File: src/rtl/click_pkg.sv
// Shared definitions for the click classifier.
// Holds the FSM state encoding and the click-count values used to decide
// which strobe is raised when a burst finishes.
package click_pkg;

    typedef enum logic [1:0] {
        IDLE     = 2'd0,
        COUNTING = 2'd1,
        EMIT     = 2'd2
    } click_state_e;

    localparam logic [1:0] CLICK_SINGLE = 2'd1;
    localparam logic [1:0] CLICK_DOUBLE = 2'd2;
    localparam logic [1:0] CLICK_TRIPLE = 2'd3;

endpackage

File: src/rtl/click_classifier_if.sv
// Click classifier event interface.
// Signals:
//   press_pulse  - one-cycle press strobe from the debouncer
//   single_click - one-cycle strobe, burst of exactly 1 press
//   double_click - one-cycle strobe, burst of exactly 2 presses
//   triple_click - one-cycle strobe, burst of 3 presses
//   busy         - high while a burst is being timed or emitted
//   click_count  - presses counted in the current burst
// Modports: master drives press_pulse (debouncer side), slave is the classifier.
interface click_classifier_if;

    logic       press_pulse;
    logic       single_click;
    logic       double_click;
    logic       triple_click;
    logic       busy;
    logic [1:0] click_count;

    modport master (
        output press_pulse,
        input  single_click,
        input  double_click,
        input  triple_click,
        input  busy,
        input  click_count
    );

    modport slave (
        input  press_pulse,
        output single_click,
        output double_click,
        output triple_click,
        output busy,
        output click_count
    );

endinterface

File: src/rtl/click_classifier.sv
// Classifies bursts of debounced press pulses into single, double or triple
// clicks. Every press restarts an inter-press window; when the window
// expires, or a third press arrives, one classification strobe is emitted.
// Ports:
//   clock - system clock, rising edge
//   reset - synchronous, active-low reset
//   bus   - click_classifier_if.slave (press input, strobes, busy, count)
module click_classifier
    import click_pkg::*;
#(
    parameter int unsigned WINDOW_CYCLES = 25000000,
    parameter int unsigned TIMER_WIDTH   = 25
) (
    input logic               clock,
    input logic               reset,
    click_classifier_if.slave bus
);

    localparam logic [TIMER_WIDTH-1:0] TimerLast = TIMER_WIDTH'(WINDOW_CYCLES - 1);
    localparam logic [TIMER_WIDTH-1:0] TimerOne  = TIMER_WIDTH'(1);

    click_state_e           state_q, state_d;
    logic [TIMER_WIDTH-1:0] timer_q, timer_d;
    logic [1:0]             count_q, count_d;
    logic                   single_q, single_d;
    logic                   double_q, double_d;
    logic                   triple_q, triple_d;
    logic                   busy_q, busy_d;

    logic press;
    logic timeout;

    assign press   = bus.press_pulse;
    assign timeout = (timer_q == TimerLast);

    // State and datapath registers.
    always_ff @(posedge clock) begin
        if (!reset) begin
            state_q  <= IDLE;
            timer_q  <= '0;
            count_q  <= '0;
            single_q <= 1'b0;
            double_q <= 1'b0;
            triple_q <= 1'b0;
            busy_q   <= 1'b0;
        end else begin
            state_q  <= state_d;
            timer_q  <= timer_d;
            count_q  <= count_d;
            single_q <= single_d;
            double_q <= double_d;
            triple_q <= triple_d;
            busy_q   <= busy_d;
        end
    end

    // Next-state, timer and press counter.
    always_comb begin
        state_d = state_q;
        timer_d = '0;
        count_d = count_q;
        unique case (state_q)
            IDLE: begin
                count_d = '0;
                if (press) begin
                    state_d = COUNTING;
                    count_d = CLICK_SINGLE;
                end
            end
            COUNTING: begin
                timer_d = timer_q + TimerOne;
                // A press always beats a coincident timeout.
                if (press) begin
                    timer_d = '0;
                    if (count_q == CLICK_DOUBLE) begin
                        state_d = EMIT;
                        count_d = CLICK_TRIPLE;
                    end else begin
                        count_d = count_q + 2'd1;
                    end
                end else if (timeout) begin
                    state_d = EMIT;
                    timer_d = '0;
                end
            end
            EMIT: begin
                // A press here opens a new burst rather than being dropped.
                if (press) begin
                    state_d = COUNTING;
                    count_d = CLICK_SINGLE;
                end else begin
                    state_d = IDLE;
                    count_d = '0;
                end
            end
            default: begin
                state_d = IDLE;
                count_d = '0;
            end
        endcase
    end

    // Registered outputs: strobes are set on the edge that enters EMIT.
    always_comb begin
        single_d = 1'b0;
        double_d = 1'b0;
        triple_d = 1'b0;
        if (state_q == COUNTING) begin
            if (press) begin
                triple_d = (count_q == CLICK_DOUBLE);
            end else if (timeout) begin
                single_d = (count_q == CLICK_SINGLE);
                double_d = (count_q == CLICK_DOUBLE);
            end
        end
        busy_d = (state_d != IDLE);
    end

    assign bus.single_click = single_q;
    assign bus.double_click = double_q;
    assign bus.triple_click = triple_q;
    assign bus.busy         = busy_q;
    assign bus.click_count  = count_q;

endmodule

File: src/flat_wrapper.sv
// flat-port wrapper written by rule: the top's interface ports become plain ports
module click_classifier_flat import click_pkg::*;
#(
    parameter int unsigned WINDOW_CYCLES = 25000000,
    parameter int unsigned TIMER_WIDTH   = 25
)
  (clock, reset, bus_press_pulse, bus_single_click, bus_double_click, bus_triple_click, bus_busy, bus_click_count);
  click_classifier_if bus_i ();
  input logic clock;
  input logic reset;
  input wire logic [$bits(bus_i.press_pulse)-1:0] bus_press_pulse;
  output wire logic [$bits(bus_i.single_click)-1:0] bus_single_click;
  output wire logic [$bits(bus_i.double_click)-1:0] bus_double_click;
  output wire logic [$bits(bus_i.triple_click)-1:0] bus_triple_click;
  output wire logic [$bits(bus_i.busy)-1:0] bus_busy;
  output wire logic [$bits(bus_i.click_count)-1:0] bus_click_count;
  assign bus_i.press_pulse = bus_press_pulse;
  assign bus_single_click = bus_i.single_click;
  assign bus_double_click = bus_i.double_click;
  assign bus_triple_click = bus_i.triple_click;
  assign bus_busy = bus_i.busy;
  assign bus_click_count = bus_i.click_count;
  click_classifier #(.WINDOW_CYCLES(WINDOW_CYCLES), .TIMER_WIDTH(TIMER_WIDTH)) u_core (.clock(clock), .reset(reset), .bus(bus_i));
endmodule
File: config.mk
export PLATFORM = sky130hd
export DESIGN_NAME = click_classifier_flat
export DESIGN_NICKNAME = d
export VERILOG_FILES = /design/src/rtl/click_pkg.sv /design/src/rtl/click_classifier_if.sv /design/src/rtl/click_classifier.sv /design/src/flat_wrapper.sv
export SDC_FILE = /design/constraint.sdc
export NUM_CORES = 1
export LEC_CHECK = 0
export ABC_CLOCK_PERIOD_IN_PS = 2850
export CAP_MARGIN = 20
export CORE_ASPECT_RATIO = 1.2
export CORE_MARGIN = 10
export CORE_UTILIZATION = 45
export DETAILED_ROUTE_END_ITERATION = 6
export PLACE_DENSITY_LB_ADDON = 0.12
export REMOVE_ABC_BUFFERS = 1
export SLEW_MARGIN = 15
export SYNTH_ARGS = -nofsm -noshare
export SYNTH_HDL_FRONTEND = slang
export SYNTH_SLANG_ARGS = --single-unit
File: constraint.sdc
create_clock -name clock -period 2.85 [get_ports clock]
set_input_delay 0.57 -clock clock [delete_from_list [all_inputs] [get_ports clock]]
set_output_delay 0.57 -clock clock [all_outputs]
set_load 0.02 [all_outputs]
==> run metrics, run 1 <==
status=finished, final reports clean; HPWL Detailed=~2.0 mm; Worst-path clk slew=roughly 0.09 ns; crit path DAT=approximately 2.4 ns; Tmin final=about 2.2 ns; synthesized area=0.001489 mm^2; Worst-Margin Slew=0.5101 ns; initial antenna violation count=0; max-slew violation count=0; io pins=9; vias in the first global route=~1200; Worst Skew=0.01023 ns; final wirelength=between 2 and 3 mm; Cell Rows=22; Syn. warnings=0; CP Launch Type=flop; footprint of the multi-input gates=~760 um^2; Leakage=about 0.49 nW; Initial DRT Pass Iterations=4; Area growth syn-to-layout=9.748%; drc violations=0; drt first-iter violations=32; storage element area=660.6 um^2; unique cell type count in the Yosys netlist=34; DRT antenna net count=0; share of cells above drive strength 1=0.09444; Root Buffer=clkbuf_4; grt ovf=0; final hold vios=0; antenna cells=0; Setup WS post-layout=0.6416 ns; WP buf/inv=1; Avg Inst Size Synth=8.810 um^2; Synth area leaders=dfxtp_1 44%, nor2_1 4.8%, xnor2_1 4.7%, a21oi_1 4.4%, o31ai_1 3.5%; GRT Util Overall=0.1012; Max FO, Critical Path=18; setup TNS=0 ns; #FFs+latches synth=33; vias=1209; post-CTS setup buffer count=0; Post-CTS Hold Fix Bufs=0; Clock Sinks=33; Top Family by Delay on Critical Path=simple AND/OR/NAND/NOR gates; cts bufs inserted=5; die span in y=~83 um; CP peak stage delay=0.66 ns; unrepaired setup endpoints after global routing=false; post-synth top area share=0.4437; register area share after synthesis=0.4437; full die area=roughly 0.0060 mm^2; endpoints failing setup=0; via density per instance=between 5 and 6; Resized Gates After CTS=0; Max-slew headroom=0.6568; Filler Cells Inserted=between 300 and 400; post-synth top area cell=dfxtp_1; Syn Inst Count=~170; Clock Latency Late Sink=approximately 0.34 ns; routed len/inst=~13 um; Fin Hold WS=between 0.4 and 0.5 ns; nature of the critical path endpoint=flop; Die Width=slightly above 70 um; routability cong.=slightly above 0.7; first-pass GRT wire length=just over 5 mm; Maximum Capacitance Violations=0; highest clock rate=452.8 MHz; crit-path cells=ha_1 > nand2_1 > or4_2 > o21ai_2 > buf_4 > nor2_1; htree depth=2; final layout net count=~190; clk buf depth=2; pwr/cell area=455.5 mW/mm^2; CTS tree=built; Port Buf Inserts=8; dpl ws=about 0.63 ns; CP max stage cell=or4_2; CP required=~3.1 ns; Core Box Area=roughly 0.0031 mm^2; final period utilization=0.7749; Starting Density=0.4787; CP Class=reg2reg; VDD IR max=between 0.0003 and 0.0004 V; Hold WC Path Type=reg2reg; largest net degree at the start of global routing=19
-- worst paths after layout --
path,end,start,slack [ns],cells past startpoint
max,u_core.timer_q[8]$_SDFF_PP0_,u_core.timer_q[0]$_SDFF_PP0_,0.64,6
min,u_core.timer_q[0]$_SDFF_PP0_,u_core.timer_q[0]$_SDFF_PP0_,0.48,1
max reg2reg,u_core.timer_q[8]$_SDFF_PP0_,u_core.timer_q[0]$_SDFF_PP0_,0.64,6
min reg2reg,u_core.timer_q[0]$_SDFF_PP0_,u_core.timer_q[0]$_SDFF_PP0_,0.48,1
-- sequential cells by signal, summed over array words and instances (netlist names) --
register	cells
u_core.bus.triple_click	1
u_core.timer_q	25
u_core.bus.click_count	2
u_core.state_q	2
u_core.bus.single_click	1
u_core.bus.busy	1
u_core.bus.double_click	1
-- where the power goes --
group	switching, mW	leakage, nW	internal (mW)
sequential	0.00405	0.267	0.465
combinational	0.0147	0.190	0.0125
clock	0.154	0.0320	0.0938
total	0.173	0.489	0.571
-- stage by stage --
step             util  area [um^2]  power (mW)  std cells
4_1_cts        0.5253         1634      0.7569        216
3_3_place_gp   0.5089         1583      0.5069        208
6_report       0.5253         1634      0.7444        216
3_5_place_dp   0.5089         1583      0.5075        208
5_1_grt        0.5253         1634      0.7782        216
2_1_floorplan       -         1450      0.4936        163
-- cells by family (layout without fill, tap and decap cells) --
logic type	Yosys count	after routing	synth area share
AND/OR/NAND/NOR	77	77	0.2975
flip-flops	33	33	0.4437
AO/OA/AOI/OAI	30	30	0.1193
buffers and inverters	15	26	0.04873
XOR/XNOR	10	10	0.05883
adder cells (fa/ha/maj)	3	3	0.02521
multiplexers	1	1	0.006723
-- synthesized netlist by cell type --
cell type and count:
nand2_1 11, nand3_1 10, or3_1 7, o21ai_2 1, dfxtp_1 33, ha_1 3, a211oi_1 1, nor3_1 3
buf_2 1, o21ai_0 7, nor4_1 3, mux2i_1 1, and4_1 2, nor2_1 19, xnor2_1 8, xor2_1 2
or4_4 3, and3_1 1, and3b_1 1, buf_6 1, buf_4 2, or4_1 5, a21oi_2 1, inv_1 9
or4_2 2, o31ai_1 7, nand4_4 1, a21oi_1 13, and2_1 3, or2_2 1, clkbuf_1 2, nand3b_1 1
nor4b_1 1, nand4_1 3
-- cell type report --
type | instances | share of cell area
Clock inverter | 2 | 0.006126
Sequential cell | 33 | 0.4043
Timing Repair Buffer | 9 | 0.05360
Multi-Input combinational cell | 121 | 0.4625
Clock buffer | 6 | 0.02527
Inverter | 9 | 0.02067
Tap cell | 36 | 0.02757
-- layout by cell type, fill, tap and decap left out, types with 8 or more instances in the layout --
cell and instances:
dfxtp_1 33, nor2_1 19, a21oi_1 13, nand2_1 11
nand3_1 10, inv_1 9, xnor2_1 8, clkdlybuf4s50_1 8
-- routing by layer --
metal  up-vias  global-route usage  wire [um]
met5         -                   0          0
met4         0             0.05172         67
met2        20              0.1604       1276
met3         7             0.04762        143
met1       556              0.1081       1257
li1        626                   -          -
Note: power is estimated with default switching activity, not from simulation.
==> inputs of run 2 (changes only) <==
--- a/config.mk
+++ b/config.mk
@@ -5,7 +5,7 @@
 export SDC_FILE = /design/constraint.sdc
 export NUM_CORES = 1
 export LEC_CHECK = 0
-export ABC_CLOCK_PERIOD_IN_PS = 2850
+export ABC_CLOCK_PERIOD_IN_PS = 2000
 export CAP_MARGIN = 20
 export CORE_ASPECT_RATIO = 1.2
 export CORE_MARGIN = 10
==> constraint.sdc (replaced) <==
create_clock -name clock -period 2 [get_ports clock]
set_input_delay 0.4 -clock clock [delete_from_list [all_inputs] [get_ports clock]]
set_output_delay 0.4 -clock clock [all_outputs]
set_load 0.02 [all_outputs]
==> run metrics, run 2 (synthesis results as in run 1) <==
CP peak stage delay=around 0.59 ns; initial antenna violation count=0; endpoints failing setup=0; commonest cells after routing, fill and taps aside=33 x dfxtp_1, 19 x nor2_1, 12 x a21oi_1, 12 x buf_4, 11 x nand2_1; max reg flops=25; Worst-Margin Slew=about 0.35 ns; final layout net count=~200; final hold vios=0; path depth of the worst reg2reg path=5; DRT antenna net count=0; CP Class=reg2reg; crit-path cells=ha_1 > nand2_1 > or4_4 > or4_1 > a21oi_2; htree depth=2; via density per instance=5.555; Filler Cells Inserted=300; Leakage=between 0.5 and 0.6 nW; crit path DAT=about 2.2 ns; setup TNS=0 ns; most common cell after layout, fill and taps aside=dfxtp_1; Post-DP Area=roughly 0.0017 mm^2; status=finished, final reports clean; Root Buffer=clkbuf_4; CP required=approximately 2.3 ns; Fin Hold WS=0.4983 ns; Worst Skew=between 0.01 and 0.015 ns; met1 Use GR=0.1114; Cell Rows=22; clk buf depth=2; first-pass GRT wire length=5.050 mm; nature of the critical path endpoint=flop; io pins=9; CTS tree=built; Starting Density=0.4787; Max FO, Critical Path=8; drc violations=0; Die Width=approximately 73 um; crit path launch=u_core.timer_q[0]$_SDFF_PP0_; Area growth syn-to-layout=15.38%; cts bufs inserted=5; largest net degree at the start of global routing=17; Clock Latency Late Sink=~0.33 ns; HPWL Detailed=between 2 and 2.5 mm; CP max stage cell=or4_4; unrepaired setup endpoints after global routing=false; drt first-iter violations=39; Clock Sinks=33; max-slew violation count=0; Core Box Area=0.003110 mm^2; global routing's busiest layer=met2; worst setup path end=u_core.timer_q[24]$_SDFF_PP0_; routed len/inst=12.77 um; Maximum Capacitance Violations=0; Initial DRT Pass Iterations=4; Largest Register=u_core.timer_q; Non-Filler Instances=roughly 230; antenna cells=0; Setup WS post-layout=0.09511 ns; Port Buf Inserts=8; pwr/cell area=a little over 600 mW/mm^2; Max-slew headroom=0.7628; Finished Cell Area=roughly 0.0017 mm^2; full die area=~0.006 mm^2; Design Power=between 1 and 1.5 mW; Tmin final=1.905 ns; share of cells above drive strength 1=0.1414; final period utilization=0.9524; grt ovf=0; Crit Reg-Reg Startpoint=u_core.timer_q[0]$_SDFF_PP0_; critical path depth=5; Util after Layout=0.5523; Cells after DPL=around 220; VDD IR max=0.0004175 V; Worst-path clk slew=approximately 0.10 ns; reg2reg setup slack=between 0.09 and 0.1 ns; CP Launch Type=flop; met2 global-route usage=0.1628; vias in the first global route=1195; Hold WC Path Type=reg2reg; highest clock rate=between 500 and 600 MHz; GRT Util Overall=0.1009; Top Family by Delay on Critical Path=simple AND/OR/NAND/NOR gates; vias=between 1000 and 1500; die span in y=83.01 um; Critical R2R Capture=u_core.timer_q[24]$_SDFF_PP0_; final wirelength=2.898 mm; WP buf/inv=0; routability cong.=approximately 0.83; met3 Usage GRT=0.03333; dpl ws=roughly 0.11 ns
==> run 2: worst min-delay path by stage <==
stage,from,end,slack [ns],depth (start not counted)
detailed placement,u_core.timer_q[24]$_SDFF_PP0_,u_core.timer_q[24]$_SDFF_PP0_,0.48,2
finish,u_core.timer_q[24]$_SDFF_PP0_,u_core.timer_q[24]$_SDFF_PP0_,0.50,2
global route,u_core.timer_q[24]$_SDFF_PP0_,u_core.timer_q[24]$_SDFF_PP0_,0.51,2
global placement,u_core.timer_q[24]$_SDFF_PP0_,u_core.timer_q[24]$_SDFF_PP0_,0.46,2
CTS,u_core.timer_q[24]$_SDFF_PP0_,u_core.timer_q[24]$_SDFF_PP0_,0.49,2
floorplan,u_core.timer_q[0]$_SDFF_PP0_,u_core.timer_q[0]$_SDFF_PP0_,0.44,1
==> run 2: area by class of cell <==
class,instances,area [um^2],area share
repair buffers,20,170.2,0.09905
well taps,36,45.04,0.02622
clock buffers,8,48.80,0.02840
flip-flops and latches,33,660.6,0.3846
multi-input cells,121,759.5,0.4421
inverters,9,33.78,0.01966
==> run 2: what timing repair did <==
action / CTS / global route
setup buffers: 0 / 2
gates resized for setup: 0 / 1
endpoints found under the setup margin: 0 / 1
endpoints found under the hold margin: 0 / 0
hold buffers: 0 / 0
==> run 2: power by group <==
part	switching [mW]	total [mW]	leakage, nW	internal, mW
clock	0.207	0.347	0.0265	0.140
combinational	0.0234	0.0433	0.244	0.0199
sequential	0.00554	0.668	0.267	0.663
==> run 2: metal layers <==
metal  share of wire  vias to the layer above
met1            0.43                      583
met3           0.055                        5
met4           0.018                        0
met5               0                        -
li1                -                      647
met2            0.49                       26
==> run 2: worst register-to-register path, delay by kind of cell (launching register included) <==
kind | cells | cell delay [ns]
AOI/OAI and AO/OA | 1 | 0.15
DFF | 1 | 0.34
and+or+nand+nor | 3 | 1.21
adders and majority gates | 1 | 0.17
